$ cat src/rtl/shared_memory_arbiter.sv
// Merges the core's instruction and data ports onto one single-port memory bus.
// The data port has priority. A starvation counter lets an instruction request
// through after STARVE_LIMIT back-to-back data grants.
// Optional feature macro: ARB_PERF_COUNT_EN adds per-port stall-cycle counters.
module shared_memory_arbiter #(
  parameter int unsigned ADDR_W       = 32,
  parameter int unsigned DATA_W       = 32,
  parameter int unsigned STARVE_LIMIT = 4
) (
  input  logic                clk,
  input  logic                reset,
  input  logic                i_req,
  input  logic [ADDR_W-1:0]   i_addr,
  output logic [DATA_W-1:0]   i_rdata,
  output logic                i_busy,
  input  logic                d_req,
  input  logic                d_we,
  input  logic [DATA_W/8-1:0] d_be,
  input  logic [ADDR_W-1:0]   d_addr,
  input  logic [DATA_W-1:0]   d_wdata,
  output logic [DATA_W-1:0]   d_rdata,
  output logic                d_busy,
  output logic                mem_req,
  output logic                mem_we,
  output logic [DATA_W/8-1:0] mem_be,
  output logic [ADDR_W-1:0]   mem_addr,
  output logic [DATA_W-1:0]   mem_wdata,
  input  logic [DATA_W-1:0]   mem_rdata,
  input  logic                mem_ack
`ifdef ARB_PERF_COUNT_EN
  ,
  output logic [31:0]         i_stall_cnt,
  output logic [31:0]         d_stall_cnt
`endif
);

  localparam int unsigned BE_W  = DATA_W / 8;
  localparam int unsigned CNT_W = $clog2(STARVE_LIMIT + 1);

  typedef enum logic [2:0] {
    IDLE   = 3'd0,
    I_ACC  = 3'd1,
    D_ACC  = 3'd2,
    I_DONE = 3'd3,
    D_DONE = 3'd4
  } state_t;

  state_t           state;
  logic [CNT_W-1:0] starve_cnt;
  logic             starved;

  // Instruction port has waited through the allowed number of data grants
  assign starved = (starve_cnt == CNT_W'(STARVE_LIMIT));

  // Busy drops only in the served port's DONE cycle; no request means not busy
  assign i_busy = i_req & (state != I_DONE);
  assign d_busy = d_req & (state != D_DONE);

  // Arbitration FSM with registered memory-bus outputs and read-data capture
  always_ff @(posedge clk) begin
    if (reset) begin
      state      <= IDLE;
      starve_cnt <= '0;
      mem_req    <= 1'b0;
      mem_we     <= 1'b0;
      mem_be     <= '0;
      mem_addr   <= '0;
      mem_wdata  <= '0;
      i_rdata    <= '0;
      d_rdata    <= '0;
    end else begin
      case (state)
        IDLE: begin
          if (d_req && !(i_req && starved)) begin
            state     <= D_ACC;
            mem_req   <= 1'b1;
            mem_we    <= d_we;
            mem_be    <= d_we ? d_be : {BE_W{1'b1}};
            mem_addr  <= d_addr;
            mem_wdata <= d_wdata;
            if (!i_req) begin
              starve_cnt <= '0;
            end else if (!starved) begin
              starve_cnt <= starve_cnt + CNT_W'(1);
            end
          end else if (i_req) begin
            state      <= I_ACC;
            mem_req    <= 1'b1;
            mem_we     <= 1'b0;
            mem_be     <= {BE_W{1'b1}};
            mem_addr   <= i_addr;
            mem_wdata  <= '0;
            starve_cnt <= '0;
          end else begin
            starve_cnt <= '0;
          end
        end
        I_ACC: begin
          if (mem_ack) begin
            i_rdata <= mem_rdata;
            mem_req <= 1'b0;
            state   <= I_DONE;
          end
        end
        D_ACC: begin
          if (mem_ack) begin
            if (!mem_we) begin
              d_rdata <= mem_rdata;
            end
            mem_req <= 1'b0;
            state   <= D_DONE;
          end
        end
        I_DONE:  state <= IDLE;
        D_DONE:  state <= IDLE;
        default: state <= IDLE;
      endcase
    end
  end

`ifdef ARB_PERF_COUNT_EN
  // Stall-cycle counters, one per port, free-running with natural wrap
  always_ff @(posedge clk) begin
    if (reset) begin
      i_stall_cnt <= '0;
      d_stall_cnt <= '0;
    end else begin
      if (i_busy) i_stall_cnt <= i_stall_cnt + 32'd1;
      if (d_busy) d_stall_cnt <= d_stall_cnt + 32'd1;
    end
  end
`endif

endmodule

$ cat config.mk
export PLATFORM = sky130hd
export DESIGN_NAME = shared_memory_arbiter
export DESIGN_NICKNAME = d
export VERILOG_FILES = /design/src/rtl/shared_memory_arbiter.sv
export SDC_FILE = /design/constraint.sdc
export NUM_CORES = 1
export LEC_CHECK = 0
export BUFFER_PORTS_ARGS = -buffer_cell sky130_fd_sc_hd__buf_4
export CORE_MARGIN = 5
export CORE_UTILIZATION = 45
export DETAILED_ROUTE_END_ITERATION = 10
export PLACE_DENSITY = 0.89
export SLEW_MARGIN = 25
export SYNTH_ARGS = -nofsm -noshare
export SYNTH_HDL_FRONTEND = slang
export SYNTH_SLANG_ARGS = --single-unit
$ cat constraint.sdc
create_clock -name clk -period 1.95 [get_ports clk]
set_input_delay 0.195 -clock clk [delete_from_list [all_inputs] [get_ports clk]]
set_output_delay 0.195 -clock clk [all_outputs]
set_load 0.02 [all_outputs]
==> flow_metrics.tcl <==
set metrics [dict create \
    status "completed" \
    cts_max_path_buffers 2 \
    globalplace.congestion 0.810 \
    rsz0062_at_grt "false" \
    io_pins 274 \
    final_cell_mix "buf_4 (294), dfxtp_1 (140), a21oi_1 (134), o21ai_0 (90), nand2_1 (71)" \
    grt_pass1_wl_mm 30.0 \
    postCtsHoldBufs 0 \
    final-setup-viol-count 0 \
    crit_type "reg -> reg" \
    avgSynthCellArea_um2 8.26 \
    power_density_mw_per_mm2 956 \
    core_area_mm2 0.0125 \
    wl_per_cell_um 17.4 \
    route.vias.total 6202 \
    max_stage_delay_ns 0.37 \
    dp_hpwl_mm 13.2 \
    crit_family "buffers and inverters" \
    postCtsSetupRepairBufs 0 \
    yosysUniqueCellTypes 34 \
    initial_core_util_pct 45.6 \
    drt_iter0_drc 732 \
    final_hold_viol_count 0 \
    syn2layout_area_growth_pct 49.1 \
    overflow 0 \
    nets 1067 \
    worstPathArrival_ns 2.03 \
    crit_path_frequent_cell "buf_4" \
    synthesis.nets 830 \
    clock_latency_ns 0.41 \
    h-tree-depth 4 \
    ys_seq_area_share_pct 49.2 \
    drive_gt1_share_pct 36.3 \
    crit_chain "buf_4, nor3_4, buf_4, a21oi_1, a311oi_1" \
    syn_area_mm2 0.00570 \
    fmax_mhz 585 \
    p_leak_nw 3.54 \
    synth-warning-count 0 \
    synth_cells 690 \
    tritoncts "done" \
    fillers 1053 \
    viasPerCell 5.58 \
    cap_violations 0 \
    dieHeight_um 123 \
    maxSlewViolCount 0 \
    antenna_left 0 \
    wl_mm 19.3 \
    grt_usage_pct 25.0 \
    drcViolationCount 0 \
    clockRootBuffer "clkbuf_16" \
    endpoint_kind "register" \
    fin_crit_ns 1.71 \
    dieArea_mm2 0.0150 \
    synth_seq_cells 140 \
    rows 41 \
    relSlewSlack_pct 56.7 \
    layout_commonest_cell "buf_4" \
    worstMarginPinSlew_ns 0.650 \
    dr.pass1.iters 5 \
    crit_required_ns 2.27 \
    pre_cts_ws_ns 0.263 \
    cpMaxStageDelayCell "dfxtp_1" \
    finClkSkew_ns 0.00665 \
    port_buffers 273 \
    grt_max_degree 58 \
    worst-path-buf-inv 2 \
    path_clk_slew_ns 0.06 \
    numCtsBuffers 17 \
    die_width_um 123 \
    antenna_found_initial 0 \
    setup_ws_ns 0.240 \
    grt_pass1_vias 5878 \
    peakVddDrop_mv 0.515 \
    cp_max_fo 29 \
    cts_resized 0 \
    period_share_pct 87.7 \
    cp-start-kind "register" \
    hp-class "in -> reg" \
    clkSinkCount 140 \
    finalPower_mw 8.13 \
    diodes 0 \
    fin_tns_setup_ns 0 \
]
[routing by layer]
metal | part of all wire, % | GRT usage (%) | wire, um | vias up
li1 | - | - | - | 2988
met1 | 39 | 30.6 | 7470 | 2870
met2 | 50 | 41.3 | 9690 | 293
met5 | 0 | 0 | 0 | -
met3 | 7.4 | 6.31 | 1440 | 51
met4 | 3.6 | 11.8 | 697 | 0
[area by class of cell]
cell class | instances | area [um^2] | area share [%]
clock inverter | 6 | 80.1 | 0.942
sequential | 140 | 2800 | 33.0
clock buffer | 26 | 529 | 6.23
multi-input combinational | 464 | 2550 | 30.0
tap | 172 | 215 | 2.53
inverter | 5 | 18.8 | 0.221
timing repair buffer | 299 | 2310 | 27.1
[final timing paths]
path | from | to | slack [ns] | cells after the start
worst max register to register | state[2] | mem_addr[11] | 0.24 | 5
worst min register to register | i_rdata[19] | i_rdata[19] | 0.45 | 2
worst max-delay path | state[2] | mem_addr[11] | 0.24 | 5
worst min-delay path | mem_rdata[11] | i_rdata[11] | 0.04 | 3
[cells in the mapped netlist]
cell type	number	area, um^2
and2_1	1	6.26
buf_1	4	15.0
nor3_1	1	5.00
nor2_8	1	20.0
o21ai_1	8	40.0
nand4_1	35	219
ha_1	2	25.0
and4bb_2	1	12.5
buf_4	6	45.0
o221a_2	4	45.0
clkbuf_1	49	184
nor2_4	1	11.3
nand4b_1	2	17.5
nand2_1	71	267
nor3_4	1	16.3
buf_2	22	110
nor4bb_1	1	10.0
or2_2	1	6.26
or3_1	1	6.26
a21oi_1	134	671
inv_1	5	18.8
a311oi_1	32	280
nand4bb_1	2	22.5
a31oi_1	1	6.26
mux2_2	1	11.3
o21a_1	2	15.0
a2111oi_0	1	8.76
nand2b_1	1	6.26
xnor2_1	1	8.76
dfxtp_1	140	2800
o21ai_0	90	450
and3_1	1	6.26
nand3_1	65	325
nor2_1	2	7.51
[kinds of logic after synthesis]
logic type,after synthesis,synth area share [%]
and+or+nand+nor,188,16.9
DFF,140,49.2
muxes,1,0.197
AOI/OAI and AO/OA,272,26.6
adders and majority gates,2,0.439
xor gates and xnor gates,1,0.154
buffers and inverters,86,6.54
[flip-flops by register name, indices dropped and copies added (netlist names)]
register / flops
mem_be: 4
i_rdata: 32
mem_we: 1
d_rdata: 32
mem_wdata: 32
mem_addr: 32
state: 3
starve_cnt: 3
mem_req: 1
[tightest hold or removal path, stage by stage]
cell     delay (ns)
buf_4          0.11
nand2_1        0.05
a21oi_1        0.05
[where the power goes]
group          internal [mW]  switching (mW)  leakage (nW)
Combinational          0.710           0.937          2.09
Sequential              3.08           0.123          1.14
Clock                   2.11            1.16         0.306
[stage by stage]
stage / area (um^2) / hold slack (ns) / instances / util, %
floorplan: 5700 / 0.331 / 690 / -
global placement: 7890 / 0.443 / 1080 / 63.0
detailed placement: 7890 / 0.448 / 1080 / 63.0
CTS: 8500 / 0.0216 / 1112 / 67.9
global route: 8500 / 0.0236 / 1112 / 67.9
finish: 8500 / 0.0391 / 1112 / 67.9
Power figures use the tool's default switching activity.
